### src/rtl/pipe_register_pkg.sv
// Shared defaults for the pipe_register elastic pipeline.
// Also provides the occupancy-counter width helper used by surrounding logic and benches.
package pipe_register_pkg;

  localparam int PIPE_WIDTH_DEF  = 4;
  localparam int PIPE_STAGES_DEF = 2;
  localparam int PIPE_OCC_W_DEF  = $clog2(PIPE_STAGES_DEF + 1);

  // Bits needed to count 0..stages words held in the pipeline.
  function automatic int pipe_occ_width(input int stages);
    return $clog2(stages + 1);
  endfunction

endpackage

### src/rtl/pipe_register_stage.sv
// One valid/data slot of the elastic pipeline; it takes a new word whenever
// it is empty or its downstream neighbour is consuming.
module pipe_register_stage
  import pipe_register_pkg::*;
#(
  parameter int WIDTH = PIPE_WIDTH_DEF
) (
  input  logic             clk,
  input  logic             rst_n,
  input  logic             i_flush,
  input  logic             i_up_valid,
  input  logic [WIDTH-1:0] i_up_data,
  input  logic             i_dn_ready,
  output logic             o_rdy,
  output logic             o_vld,
  output logic [WIDTH-1:0] o_dat
);

  logic             r_vld;
  logic [WIDTH-1:0] r_dat;

  // An empty slot accepts even while downstream stalls, collapsing bubbles.
  assign o_rdy = i_dn_ready | ~r_vld;
  assign o_vld = r_vld;
  assign o_dat = r_dat;

  // NOTE: non-blocking assignments keep every stage sampling its neighbour's
  // pre-edge value, which is what makes the chain shift instead of ripple.
  always_ff @(posedge clk or negedge rst_n) begin
    if (!rst_n) begin
      r_vld <= 1'b0;
      r_dat <= '0;
    end else begin
      if (i_flush) begin
        r_vld <= 1'b0;
      end else if (o_rdy) begin
        r_vld <= i_up_valid;
      end
      // Data only moves with a real word, so bubbles leave the register quiet.
      if (!i_flush && o_rdy && i_up_valid) begin
        r_dat <= i_up_data;
      end
    end
  end

endmodule

### src/rtl/pipe_register.sv
// Multi-stage valid/ready pipeline register with full backpressure and bubble collapsing.
// Optional synchronous flush port enabled by defining PIPE_REGISTER_FLUSH_EN.
module pipe_register
  import pipe_register_pkg::*;
#(
  parameter int WIDTH  = PIPE_WIDTH_DEF,
  parameter int STAGES = PIPE_STAGES_DEF
) (
  input  logic             clk,
  input  logic             rst_n,
`ifdef PIPE_REGISTER_FLUSH_EN
  input  logic             flush,
`endif
  input  logic             in_valid,
  output logic             in_ready,
  input  logic [WIDTH-1:0] in_data,
  output logic             out_valid,
  input  logic             out_ready,
  output logic [WIDTH-1:0] out_data
);

  logic             w_flush;
  logic [STAGES:0]  w_vld;
  logic [WIDTH-1:0] w_dat [STAGES+1];

`ifdef PIPE_REGISTER_FLUSH_EN
  assign w_flush = flush;
`else
  assign w_flush = 1'b0;
`endif

  // Index 0 is the upstream port; index g+1 is the output of stage g.
  assign w_vld[0] = in_valid;
  assign w_dat[0] = in_data;

  // Ready lives in per-stage scopes so the backward chain is not one
  // self-referencing vector.
  for (genvar g = 0; g < STAGES; g++) begin : g_stage
    logic w_rdy;
    logic w_dn_rdy;

    if (g == STAGES - 1) begin : g_last
      assign w_dn_rdy = out_ready;
    end else begin : g_mid
      assign w_dn_rdy = g_stage[g+1].w_rdy;
    end

    pipe_register_stage #(
      .WIDTH (WIDTH)
    ) u_stage (
      .clk        (clk),
      .rst_n      (rst_n),
      .i_flush    (w_flush),
      .i_up_valid (w_vld[g]),
      .i_up_data  (w_dat[g]),
      .i_dn_ready (w_dn_rdy),
      .o_rdy      (w_rdy),
      .o_vld      (w_vld[g+1]),
      .o_dat      (w_dat[g+1])
    );
  end

  assign in_ready  = g_stage[0].w_rdy & ~w_flush;
  assign out_valid = w_vld[STAGES];
  assign out_data  = w_dat[STAGES];

endmodule

### config.mk
export PLATFORM = sky130hd
export DESIGN_NAME = pipe_register
export DESIGN_NICKNAME = d
export VERILOG_FILES = /design/src/rtl/pipe_register_pkg.sv /design/src/rtl/pipe_register_stage.sv /design/src/rtl/pipe_register.sv
export SDC_FILE = /design/constraint.sdc
export NUM_CORES = 1
export LEC_CHECK = 0
export CAP_MARGIN = 20
export CELL_PAD_IN_SITES_DETAIL_PLACEMENT = 2
export CELL_PAD_IN_SITES_GLOBAL_PLACEMENT = 2
export CORE_ASPECT_RATIO = 1.1
export CORE_UTILIZATION = 29
export CTS_CLUSTER_SIZE = 25
export DETAILED_ROUTE_END_ITERATION = 12
export GPL_TIMING_DRIVEN = 1
export PLACE_DENSITY_LB_ADDON = 0.05
export SETUP_SLACK_MARGIN = 0.3
export SLEW_MARGIN = 20
export SYNTH_ARGS = -nofsm -noshare
export SYNTH_HDL_FRONTEND = slang
export SYNTH_SLANG_ARGS = --single-unit
### constraint.sdc
create_clock -name clk -period 1.6 [get_ports clk]
set_clock_uncertainty 0.15 [all_clocks]
set_input_delay 0.24 -clock clk [delete_from_list [all_inputs] [get_ports clk]]
set_output_delay 0.24 -clock clk [all_outputs]
set_load 0.03 [all_outputs]
## Word level (Yosys, flattened, before mapping)

Index checks and enable logic that the tools add are counted.

- Bitwise operators: 4
- Reductions and logical operators: 2

Operators with widths:

| kind | count |
|---|---|
| $logic_and A1 B1 Y1 | 2 |
| $not A1 Y1 | 2 |
| $or A1 B1 Y1 | 2 |

- Bits of input ports: 8
- Word-level logic and storage cells: 10
- Register bits: 10
- Output and inout port bits: 6

## Depth between registers and ports, before layout

- Word-level depth: 4
- Depth in mapped cells: 3
- Mapped depth without buffers: 3

## Cells and area by module

A second synthesis with hierarchy kept.

- Cell total of the unflattened synthesis: 29
- Area, all modules: 431.7 µm²

Modules (own cells, without submodules):

| module | times used | area an instance (µm²) | sequential area each (µm²) | cells an instance |
|---|---|---|---|---|
| pipe_register_stage | 2 | 214.0 | 125.1 | 14 |
| pipe_register | 1 | 3.8 | 0.0 | 1 |

## Worst setup path after synthesis

No wires, ideal clock.

- Path type: flip-flop to flip-flop
- Start: reg g_stage[1].u_stage.r_vld
- End: reg g_stage[0].u_stage.r_dat[0]
- Cell stages (with the launch flop): 4
- Required time: 1.325 ns
- Period minus slack after synthesis: 1.473 ns
- Data arrival time: 1.198 ns
- Path slack: 0.127 ns
- Cells stage by stage: dfrtp_1 -> nand3b_4 -> nand2_4 -> mux2_4

- Word-level cells in the longest chain between the ends: 4

RTL lines:

| item | RTL line | text |
|---|---|---|
| start, declared | pipe_register_stage.sv:19 | `logic r_vld;` |
| start signal, assigned | pipe_register_stage.sv:37 | `r_vld <= i_up_valid;` |
| $not A1 Y1 | pipe_register_stage.sv:23 | `assign o_rdy = i_dn_ready \| ~r_vld;` |
| $or A1 B1 Y1 (2 in series) | pipe_register_stage.sv:23 |  |
| via in_ready | pipe_register.sv:15 | `output logic in_ready,` |
| $logic_and A1 B1 Y1 | pipe_register_stage.sv:40 | `if (!i_flush && o_rdy && i_up_valid) begin` |
| end signal, assigned | pipe_register_stage.sv:41 | `r_dat <= i_up_data;` |
| end, declared | pipe_register_stage.sv:20 | `logic [WIDTH-1:0] r_dat;` |

The timed path passes the listed nets, and every way through them passes these cells.
A chain may end at the register's enable or synchronous reset.

## Worst setup path in the final report

- Start: reg g_stage[1].u_stage.r_vld
- End: out in_ready

- Word-level cells in the longest chain between the ends: 3

RTL lines:

| item | RTL line |
|---|---|
| $not A1 Y1 | pipe_register_stage.sv:23 |
| $or A1 B1 Y1 (2 in series) | pipe_register_stage.sv:23 |
| end, declared | pipe_register.sv:15 |

Every way passes these cells.

==> flow_metrics.tcl <==
set metrics [dict create \
    maxCapViolations 0 \
    tightest_slew_ns 0.451 \
    antenna_left 0 \
    antenna_cells 0 \
    r2r_end "g_stage[0].u_stage.o_dat[3]" \
    vdd_ir_drop_max_v 0.000482 \
    fmax_mhz 753 \
    worstReg2RegStart "g_stage[1].u_stage.o_vld" \
    p_sw_uw 233 \
    combinationalPowerShare_pct 28.8 \
    layout_common_cells "dfrtp_1 (9), mux2_4 (8), clkdlybuf4s50_1 (6), buf_2 (5), clkbuf_4 (3)" \
    avgSynthCellArea_sq_um 18.0 \
    cts_made_buffers 3 \
    syn-num-nets 32 \
    ys_types 8 \
    place.gp.congestion 0.587 \
    antenna_found_initial 0 \
    synth_warnings 0 \
    holdBufCountCts 0 \
    final_common_cell "dfrtp_1" \
    die_h_um 42.5 \
    grt-ovfl-total 0 \
    drc 0 \
    vias 267 \
    leakage_nw 0.303 \
    worstRegToRegCells 4 \
    syn2layout_area_growth_pct 42.2 \
    cts_max_level 1 \
    path_max_fanout 3 \
    status "finished, final reports clean" \
    synth_compound_area_share_pct 0 \
    final_area_sq_um 616 \
    hold_viol 0 \
    dp_cells 53 \
    drtIter0Drc 0 \
    timing.final.crit_period_ns 1.33 \
    grt_pass1_vias 305 \
    cts_tree "yes" \
    cts_sinks 10 \
    powerDensity_mw_per_mm2 1270 \
    internal_power_uw 549 \
    synthesis.area_sq_um 433 \
    setup.worst_path.class "reg -> out" \
    dr.pass1.iters 1 \
    layout-drive-gt1-share_pct 60.5 \
    fin_util_pct 44.5 \
    numPortBuffers 13 \
    synth_top_family_by_area "multiplexers" \
    post_dp_cell_area_sq_um 582 \
    ys_seq_elements 10 \
    grt_pass1_wl_um 1410 \
    rrSetupSlack_ns 0.30 \
    die_area_sq_mm 0.00165 \
    ios 14 \
    grt_start_max_net_pins 11 \
    yosys.area_share.simple_pct 14.5 \
    routedWlPerCell_um 14.6 \
    postSynthCellCount 24 \
    track_usage_pct 13.6 \
    muxShareOfSynthArea_pct 27.7 \
    rsz0062_at_grt "yes" \
    rows 14 \
    layout.cells.non_filler 59 \
    synth_xor_area_share_pct 0 \
    hp-class "in -> async" \
    p_seq_share_pct 41.9 \
    vias_per_cell 4.53 \
    clock-root-buffer "clkbuf_4" \
    clk-insertion-delay-late_ns 0.27 \
    cts_max_path_buffers 2 \
    drt-total-wl_um 864 \
    cp.arrival_ns 0.94 \
    slew_headroom_pct 69.9 \
    start_util_pct 31.3 \
    clk_pin_slew_ns 0.07 \
    drv_slew 0 \
    ys_seq_area_share_pct 57.8 \
    finalSetupViolations 0 \
    start_kind "flip-flop" \
    fin_crit_sh_pct 83.0 \
    die_x_um 38.8 \
    pwr-share-clk_pct 29.3 \
    cp-end-kind "primary output" \
    synthAdderAreaFrac_pct 0 \
    worst_ep_required_time_ns 1.21 \
    core-area_sq_mm 0.00138 \
    swShare_pct 29.8 \
    fin_nets 52 \
]
==> what timing repair did <==
| action | CTS | global route |
|---|---|---|
| endpoints found under the setup margin | 10 | 8 |
| buffers inserted | 2 | 0 |
| resized for setup | 27 | 1 |
==> stage by stage <==
| stage | setup TNS [ns] | power, mW | hold slack, ns | setup slack [ns] |
|---|---|---|---|---|
| after global routing | 0 | 0.819 | 0.160 | 0.242 |
| after global placement | 0 | 0.571 | 0.349 | 0.0423 |
| after floorplan | 0 | 0.477 | -0.206 | 0.250 |
| after detailed placement | -0.0466 | 0.583 | 0.346 | -0.0189 |
| final | 0 | 0.782 | 0.131 | 0.272 |
| after CTS | 0 | 0.797 | 0.136 | 0.258 |
==> layout make-up <==
cell class                 instances  area [sq um]
fill                             138           768
sequential                        10           251
multi-input combinational         14           188
timing repair buffer              15           120
clock buffer                       4          36.3
tap                               16          20.0
==> registers in the layout, indices dropped and copies added, names as in the netlist <==
signal                 count
g_stage.u_stage.o_vld      2
g_stage.u_stage.o_dat      8
==> worst max-delay path, stage by stage (launching register included) <==
cell and delay [ns]:
dfrtp_2 0.44, nand3b_4 0.10, buf_6 0.13
==> Yosys cell counts <==
cell type	count	area [sq um]
dfrtp_1	10	250
mux2_4	8	120
nand2_2	1	6.26
nand2_4	1	11.3
nand2b_2	1	8.76
nand3b_4	1	20.0
or2b_1	1	7.51
or2b_2	1	8.76
==> cells by family after synthesis <==
kind of cell / Yosys count
flip-flops: 10
multiplexers: 8
AND/OR/NAND/NOR: 6
==> power groups by stage <==
| stage | Sequential (mW) | Clock (mW) | Combinational (mW) |
|---|---|---|---|
| after floorplan | 0.387 | 0 | 0.0909 |
| after global placement | 0.332 | 0 | 0.239 |
| after detailed placement | 0.337 | 0 | 0.246 |
| after CTS | 0.330 | 0.240 | 0.227 |
| after global routing | 0.334 | 0.246 | 0.240 |
| final | 0.328 | 0.229 | 0.225 |
==> worst max-delay path by stage <==
stage	to	slack, ns	from	cells after the start
global route	in_ready	0.24	g_stage[1].u_stage.o_vld	2
detailed placement	g_stage[1].u_stage.o_dat[2]	-0.02	out_ready	4
global placement	g_stage[1].u_stage.o_dat[3]	0.04	out_ready	4
floorplan	g_stage[0].u_stage.o_dat[0]	0.25	g_stage[1].u_stage.o_vld	3
CTS	in_ready	0.26	g_stage[1].u_stage.o_vld	2
finish	in_ready	0.27	g_stage[1].u_stage.o_vld	2
==> per-layer routing <==
| metal | GRT usage, % | vias up | wire [um] |
|---|---|---|---|
| met4 | 10.3 | 0 | 34 |
| met1 | 15.2 | 133 | 326 |
| li1 | - | 118 | - |
| met5 | 0 | - | 0 |
| met2 | 20.0 | 13 | 445 |
| met3 | 5.32 | 3 | 58 |
No activity file was read; power rests on OpenSTA's default activity.
